### config.mk
export PLATFORM = sky130hd
export DESIGN_NAME = alu_op_sequencer_flat
export DESIGN_NICKNAME = d
export VERILOG_FILES = /design/src/rtl/alu_op_sequencer_if.sv /design/src/rtl/alu_op_sequencer.sv /design/src/flat_wrapper.sv
export SDC_FILE = /design/constraint.sdc
export NUM_CORES = 1
export LEC_CHECK = 0
export CAP_MARGIN = 40
export CORE_UTILIZATION = 51
export CTS_BUF_LIST = sky130_fd_sc_hd__clkbuf_16
export DETAILED_ROUTE_END_ITERATION = 10
export PLACE_DENSITY = 0.86
export SYNTH_ARGS = -nofsm -noshare
export SYNTH_HDL_FRONTEND = slang
export SYNTH_SLANG_ARGS = --single-unit
### constraint.sdc
create_clock -name clk -period 2.9 [get_ports clk]
set_input_delay 0.435 -clock clk [delete_from_list [all_inputs] [get_ports clk]]
set_output_delay 0.435 -clock clk [all_outputs]
set_load 0.05 [all_outputs]
### src/rtl/alu_op_sequencer_if.sv
// Instruction, RAM and ALU signal bundle between the sequencer (slave) and its surroundings (master).
interface alu_op_sequencer_if;
    logic        instr_valid;
    logic        instr_ready;
    logic [19:0] instr;
    logic        ram_en;
    logic        ram_we;
    logic [3:0]  ram_addr;
    logic [7:0]  ram_wdata;
    logic [7:0]  ram_rdata;
    logic [7:0]  alu_a;
    logic [7:0]  alu_b;
    logic [3:0]  alu_sel;
    logic [7:0]  alu_out;
    logic        alu_cout;
    logic        done;
    logic        illegal;
    logic        zero_flag;
    logic        carry_flag;

    modport master (
        output instr_valid, instr, ram_rdata, alu_out, alu_cout,
        input  instr_ready, ram_en, ram_we, ram_addr, ram_wdata,
               alu_a, alu_b, alu_sel, done, illegal, zero_flag, carry_flag
    );

    modport slave (
        input  instr_valid, instr, ram_rdata, alu_out, alu_cout,
        output instr_ready, ram_en, ram_we, ram_addr, ram_wdata,
               alu_a, alu_b, alu_sel, done, illegal, zero_flag, carry_flag
    );
endinterface

### src/rtl/alu_op_sequencer.sv
// Multi-cycle sequencer for one 20-bit data-path instruction over a 16x8 RAM and external ALU.
// Optional macro ALU_SEQ_BYPASS_EN: single RAM read when both sources of a binary op share an address.
module alu_op_sequencer #(
    parameter int RAM_RD_LAT = 1
) (
    input  logic               clk,
    input  logic               rst_n,
    alu_op_sequencer_if.slave  bus
);

    typedef enum logic [2:0] {
        IDLE, RD_A, WAIT_A, RD_B, WAIT_B, EXEC, WB, RET
    } state_t;

    localparam logic [1:0] WAIT_INIT = 2'(RAM_RD_LAT - 1);

    state_t     r_state;
    logic       r_ready;
    logic [3:0] r_op;
    logic [3:0] r_dst;
    logic [3:0] r_arg2;
    logic [3:0] r_arg3;
    logic [1:0] r_wait_cnt;
    logic       r_ram_en;
    logic       r_ram_we;
    logic [3:0] r_ram_addr;
    logic [7:0] r_ram_wdata;
    logic [7:0] r_alu_a;
    logic [7:0] r_alu_b;
    logic [3:0] r_alu_sel;
    logic       r_done;
    logic       r_illegal;
    logic       r_zero;
    logic       r_carry;

    logic       w_accept;
    logic [3:0] w_op;
    logic       w_binary;
    logic       w_bypass;
    logic       w_flag_op;
    logic       w_carry_op;
    logic [7:0] w_result;

    assign w_accept   = bus.instr_valid && r_ready;
    assign w_op       = bus.instr[19:16];
    assign w_binary   = ((r_op >= 4'h1) && (r_op <= 4'h5)) || (r_op == 4'hB);
    assign w_flag_op  = (r_op >= 4'h1) && (r_op <= 4'h6);
    assign w_carry_op = (r_op == 4'h1) || (r_op == 4'h2);

`ifdef ALU_SEQ_BYPASS_EN
    assign w_bypass = w_binary && (r_arg3 == r_arg2);
`else
    assign w_bypass = 1'b0;
`endif

    // CMP reuses XOR: equal operands give zero. Shifts of 8 or more flush to zero.
    always_comb begin
        w_result = bus.alu_out;
        case (r_op)
            4'hB:    w_result = (bus.alu_out == 8'h00) ? 8'h01 : 8'h00;
            4'hD:    w_result = r_arg3[3] ? 8'h00 : (r_alu_a << r_arg3[2:0]);
            4'hE:    w_result = r_arg3[3] ? 8'h00 : (r_alu_a >> r_arg3[2:0]);
            default: w_result = bus.alu_out;
        endcase
    end

    always_ff @(posedge clk or negedge rst_n) begin
        if (!rst_n) begin
            r_state     <= IDLE;
            r_ready     <= 1'b1;
            r_op        <= 4'h0;
            r_dst       <= 4'h0;
            r_arg2      <= 4'h0;
            r_arg3      <= 4'h0;
            r_wait_cnt  <= 2'd0;
            r_ram_en    <= 1'b0;
            r_ram_we    <= 1'b0;
            r_ram_addr  <= 4'h0;
            r_ram_wdata <= 8'h00;
            r_alu_a     <= 8'h00;
            r_alu_b     <= 8'h00;
            r_alu_sel   <= 4'h0;
            r_done      <= 1'b0;
            r_illegal   <= 1'b0;
            r_zero      <= 1'b0;
            r_carry     <= 1'b0;
        end else begin
            r_ram_en  <= 1'b0;
            r_ram_we  <= 1'b0;
            r_done    <= 1'b0;
            r_illegal <= 1'b0;
            case (r_state)
                IDLE: begin
                    if (w_accept) begin
                        r_ready <= 1'b0;
                        r_op    <= w_op;
                        r_dst   <= bus.instr[11:8];
                        r_arg2  <= bus.instr[7:4];
                        r_arg3  <= bus.instr[3:0];
                        case (w_op)
                            4'h1, 4'h2, 4'h3, 4'h4, 4'h5, 4'h6, 4'hB, 4'hD, 4'hE: begin
                                if (w_op == 4'hB)
                                    r_alu_sel <= 4'h5;
                                else if (w_op <= 4'h6)
                                    r_alu_sel <= w_op;
                                r_ram_en   <= 1'b1;
                                r_ram_addr <= bus.instr[7:4];
                                r_state    <= RD_A;
                            end
                            4'h7: begin
                                r_ram_en    <= 1'b1;
                                r_ram_we    <= 1'b1;
                                r_ram_addr  <= bus.instr[7:4];
                                r_ram_wdata <= bus.instr[15:8];
                                r_done      <= 1'b1;
                                r_state     <= WB;
                            end
                            4'hC: begin
                                r_done  <= 1'b1;
                                r_state <= RET;
                            end
                            default: begin
                                r_done    <= 1'b1;
                                r_illegal <= 1'b1;
                                r_state   <= RET;
                            end
                        endcase
                    end
                end
                RD_A: begin
                    r_wait_cnt <= WAIT_INIT;
                    r_state    <= WAIT_A;
                end
                WAIT_A: begin
                    if (r_wait_cnt == 2'd0) begin
                        r_alu_a <= bus.ram_rdata;
                        if (w_bypass) begin
                            r_alu_b <= bus.ram_rdata;
                            r_state <= EXEC;
                        end else if (w_binary) begin
                            r_ram_en   <= 1'b1;
                            r_ram_addr <= r_arg3;
                            r_state    <= RD_B;
                        end else begin
                            r_state <= EXEC;
                        end
                    end else begin
                        r_wait_cnt <= r_wait_cnt - 2'd1;
                    end
                end
                RD_B: begin
                    r_wait_cnt <= WAIT_INIT;
                    r_state    <= WAIT_B;
                end
                WAIT_B: begin
                    if (r_wait_cnt == 2'd0) begin
                        r_alu_b <= bus.ram_rdata;
                        r_state <= EXEC;
                    end else begin
                        r_wait_cnt <= r_wait_cnt - 2'd1;
                    end
                end
                EXEC: begin
                    if (w_flag_op)
                        r_zero <= (bus.alu_out == 8'h00);
                    if (w_carry_op)
                        r_carry <= bus.alu_cout;
                    r_ram_en    <= 1'b1;
                    r_ram_we    <= 1'b1;
                    r_ram_addr  <= r_dst;
                    r_ram_wdata <= w_result;
                    r_done      <= 1'b1;
                    r_state     <= WB;
                end
                WB, RET: begin
                    r_ready <= 1'b1;
                    r_state <= IDLE;
                end
                default: begin
                    r_ready <= 1'b1;
                    r_state <= IDLE;
                end
            endcase
        end
    end

    assign bus.instr_ready = r_ready;
    assign bus.ram_en      = r_ram_en;
    assign bus.ram_we      = r_ram_we;
    assign bus.ram_addr    = r_ram_addr;
    assign bus.ram_wdata   = r_ram_wdata;
    assign bus.alu_a       = r_alu_a;
    assign bus.alu_b       = r_alu_b;
    assign bus.alu_sel     = r_alu_sel;
    assign bus.done        = r_done;
    assign bus.illegal     = r_illegal;
    assign bus.zero_flag   = r_zero;
    assign bus.carry_flag  = r_carry;

endmodule
### src/flat_wrapper.sv
// flat-port wrapper written by rule: the top's interface ports become plain ports
module alu_op_sequencer_flat 
#(
    parameter int RAM_RD_LAT = 1
)
  (clk, rst_n, bus_instr_valid, bus_instr, bus_ram_rdata, bus_alu_out, bus_alu_cout, bus_instr_ready, bus_ram_en, bus_ram_we, bus_ram_addr, bus_ram_wdata, bus_alu_a, bus_alu_b, bus_alu_sel, bus_done, bus_illegal, bus_zero_flag, bus_carry_flag);
  alu_op_sequencer_if bus_i ();
  input  logic clk;
  input  logic rst_n;
  input wire logic [$bits(bus_i.instr_valid)-1:0] bus_instr_valid;
  input wire logic [$bits(bus_i.instr)-1:0] bus_instr;
  input wire logic [$bits(bus_i.ram_rdata)-1:0] bus_ram_rdata;
  input wire logic [$bits(bus_i.alu_out)-1:0] bus_alu_out;
  input wire logic [$bits(bus_i.alu_cout)-1:0] bus_alu_cout;
  output wire logic [$bits(bus_i.instr_ready)-1:0] bus_instr_ready;
  output wire logic [$bits(bus_i.ram_en)-1:0] bus_ram_en;
  output wire logic [$bits(bus_i.ram_we)-1:0] bus_ram_we;
  output wire logic [$bits(bus_i.ram_addr)-1:0] bus_ram_addr;
  output wire logic [$bits(bus_i.ram_wdata)-1:0] bus_ram_wdata;
  output wire logic [$bits(bus_i.alu_a)-1:0] bus_alu_a;
  output wire logic [$bits(bus_i.alu_b)-1:0] bus_alu_b;
  output wire logic [$bits(bus_i.alu_sel)-1:0] bus_alu_sel;
  output wire logic [$bits(bus_i.done)-1:0] bus_done;
  output wire logic [$bits(bus_i.illegal)-1:0] bus_illegal;
  output wire logic [$bits(bus_i.zero_flag)-1:0] bus_zero_flag;
  output wire logic [$bits(bus_i.carry_flag)-1:0] bus_carry_flag;
  assign bus_i.instr_valid = bus_instr_valid;
  assign bus_i.instr = bus_instr;
  assign bus_i.ram_rdata = bus_ram_rdata;
  assign bus_i.alu_out = bus_alu_out;
  assign bus_i.alu_cout = bus_alu_cout;
  assign bus_instr_ready = bus_i.instr_ready;
  assign bus_ram_en = bus_i.ram_en;
  assign bus_ram_we = bus_i.ram_we;
  assign bus_ram_addr = bus_i.ram_addr;
  assign bus_ram_wdata = bus_i.ram_wdata;
  assign bus_alu_a = bus_i.alu_a;
  assign bus_alu_b = bus_i.alu_b;
  assign bus_alu_sel = bus_i.alu_sel;
  assign bus_done = bus_i.done;
  assign bus_illegal = bus_i.illegal;
  assign bus_zero_flag = bus_i.zero_flag;
  assign bus_carry_flag = bus_i.carry_flag;
  alu_op_sequencer #(.RAM_RD_LAT(RAM_RD_LAT)) u_core (.clk(clk), .rst_n(rst_n), .bus(bus_i));
endmodule
==> run metrics <==
Final Setup Violations=0; Clock Root Buffer=clkbuf_16; Max Freq=421 MHz; worst reg2reg setup slack=0.53 ns; global-route wire length before repair=14700 microns; maxcap violations=0; initial antenna violation count=0; Filler cells=approximately 470; CTS Buffer Depth=2; Hold Path Class=input port to async pin; clock sink count=56; synth top area cells=dfrtp_1 40%, nand2_1 7.9%, mux2_2 7.5%; total CTS buffers=5; core region area=6420 sq um; share of cells above drive strength 1=0.133; Critical Path Source Type=flop; Req. time, crit path=3.08 ns; die width=84.1 microns; Port Buf Inserts=78; final net count=484; vias in the first global route=3091; Slew HR=0.430; final worst slack=0.527 ns; clock slew at reported path FFs=0.08 ns; Worst Path Arrival=2.55 ns; ordered cell list for the critical path=or2_4, nor3_1, o21ai_0, a22oi_1, o21ai_0; failing checks=DRC; vias per cell=6.24; Tmin final=2.37 ns; die area=7070 sq um; Max rail drop VDD=0.255 mV; grt total ovfl=0; Power Density=between 300 and 400 nW/um^2; CTS tree=done; Synth Warn #=0; top cell type's share of synthesized area=0.401; Worst path slowest cell=nor3_1; Max Slew Vio Count=0; EDFF count, synth=0; die height=84.1 microns; largest net degree at the start of global routing=57; area of the mapped netlist=around 3400 sq um; Post-DRT Antenna Nets=0; Setup Skew=0.00918 ns; syn_area_per_cell=around 9 sq um; sequential element share of the synthesized area=0.408; Setup CP Type=flop to flop; Initial Util=0.535; Synth area leader=dfrtp_1; distinct cell type count after synthesis=64; DRC viols=12; Most Frequent Cell on Critical Path=o21ai_0; Most used DFF post-synth=dfrtp_1; worst slew pin tran=about 0.85 ns; RSZ-0062 raised after global routing=false; cts hold-fix bufs=0; total power=1610 uW; gpl congestion=0.868; Post CTS Setup Buffer Count=0; antenna diode count=0; status=complete, but fails checks; Wirelength per Cell=17.3 microns; Yosys reg bits=56; Crit path largest cell delay=0.69 ns; Total GRT Usage=0.261; # resized after CTS=0; Syn Inst Count=371; Placement Rows=29; First-pass DRT Iterations=8; HPWL after detailed placement=6220 microns; pre-CTS setup slack=0.428 ns; drt total wl=9030 microns; # IOs=79; crit path capture type=flop; Fin. Hold Viols=0; Final period util=0.818; Vias=3252; worst skew pair latency=0.30 ns; CP Max Fanout=23; Post-synth ARST share=1.00; initial DRC count=277; leak pwr=0.00180 uW; Syn-to-layout area delta=30.0%; CTS HTree Levels=2; net count after synthesis=412; Setup TNS=0 ns
cells in the final DEF (no fill, tap or decap), drive strengths merged, types with 3 or more instances in the layout:
cell type	Yosys	layout
a211oi	3	3
a21oi	19	19
a221oi	3	3
a22o	9	9
a22oi	3	3
a32oi	3	3
and2	3	3
buf	10	16
clkbuf	18	5
clkdlybuf4s50	0	77
dfrtp	55	55
inv	8	8
mux2	23	23
mux2i	10	10
mux4	4	4
nand2	73	73
nand2b	7	7
nand3	4	4
nand4b	3	3
nor2	11	11
nor2b	8	8
nor3	9	9
nor3b	5	5
nor4	5	5
o211ai	5	5
o21ai	23	23
report_power, final:
group	switching (uW)	internal [uW]	total, uW
registers	1.33	783	785
clock network	290	406	696
logic	60.1	66.2	126
layer usage:
metal	vias up	global-route usage	wire, microns
met5	-	0	0
met4	0	0.114	238
met3	30	0.0584	638
met2	154	0.423	4340
met1	1558	0.336	3810
li1	1510	-	-
synth_stat cells, drive strengths merged (7+ instances only):
library cell  count
clkbuf           18
mux2             23
a21oi            19
nor3              9
inv               8
nor2b             8
dfrtp            55
o21ai            23
buf              10
nand2            73
mux2i            10
nor2             11
a22o              9
nand2b            7
worst max-delay path: cells and delay by family (launching register included):
kind | cells | cell delay, ns
AO/OA/AOI/OAI | 3 | 0.54
flip-flops | 1 | 0.64
AND/OR/NAND/NOR | 2 | 1.07
sequential cells by signal (all words and copies together) (netlist names), 2 cells and up:
register and cells:
u_core.r_wait_cnt 2, u_core.r_op 4, u_core.bus.ram_wdata 8, u_core.bus.alu_a 8, u_core.bus.alu_sel 4, u_core.r_state 3, u_core.r_dst 4, u_core.r_arg3 4
u_core.bus.alu_b 8, u_core.bus.ram_addr 4
per-stage QoR:
stage	util	std cells	instance area, sq um	hold WS (ns)
2_1_floorplan	-	371	3440	0.139
3_3_place_gp	0.669	513	4300	0.458
3_5_place_dp	0.669	513	4300	0.468
4_1_cts	0.695	521	4470	0.302
5_1_grt	0.695	521	4470	0.342
6_report	0.695	521	4470	0.275
worst paths after layout:
| kind | startpoint | cells past startpoint | end |
|---|---|---|---|
| worst max-delay path | u_core.r_state[2] | 5 | u_core.bus.alu_sel[1] |
| worst min-delay path | rst_n | 2 | u_core.bus.alu_sel[0] |
| worst max register to register | u_core.r_state[2] | 5 | u_core.bus.alu_sel[1] |
| worst min register to register | u_core.r_dst[0] | 2 | u_core.r_dst[0] |
| max in group asynchronous | rst_n | 2 | u_core.bus.ram_wdata[3] |
| min in group clk | u_core.r_dst[0] | 2 | u_core.r_dst[0] |
final cells by class:
class                           instances  area, sq um  area share
Clock buffer                            5          125      0.0280
Multi-Input combinational cell        279         1880       0.421
Clock inverter                          3         42.5     0.00953
Timing Repair Buffer                   93          888       0.199
Inverter                                8         30.0     0.00672
Tap cell                               77         96.3      0.0216
Sequential cell                        56         1400       0.314
cells by family (layout without fill, tap and decap cells):
kind of cell / count (synthesis) / in the layout / share of synthesized area
and+or+nand+nor: 138 / 138 / 0.201
muxes: 37 / 37 / 0.131
AOI/OAI and AO/OA: 100 / 100 / 0.204
adders and majority gates: 2 / 2 / 0.00655
DFF: 56 / 56 / 0.408
xor gates and xnor gates: 2 / 2 / 0.00510
buffers and inverters: 36 / 109 / 0.0444
(Power assumes the default switching activity.)
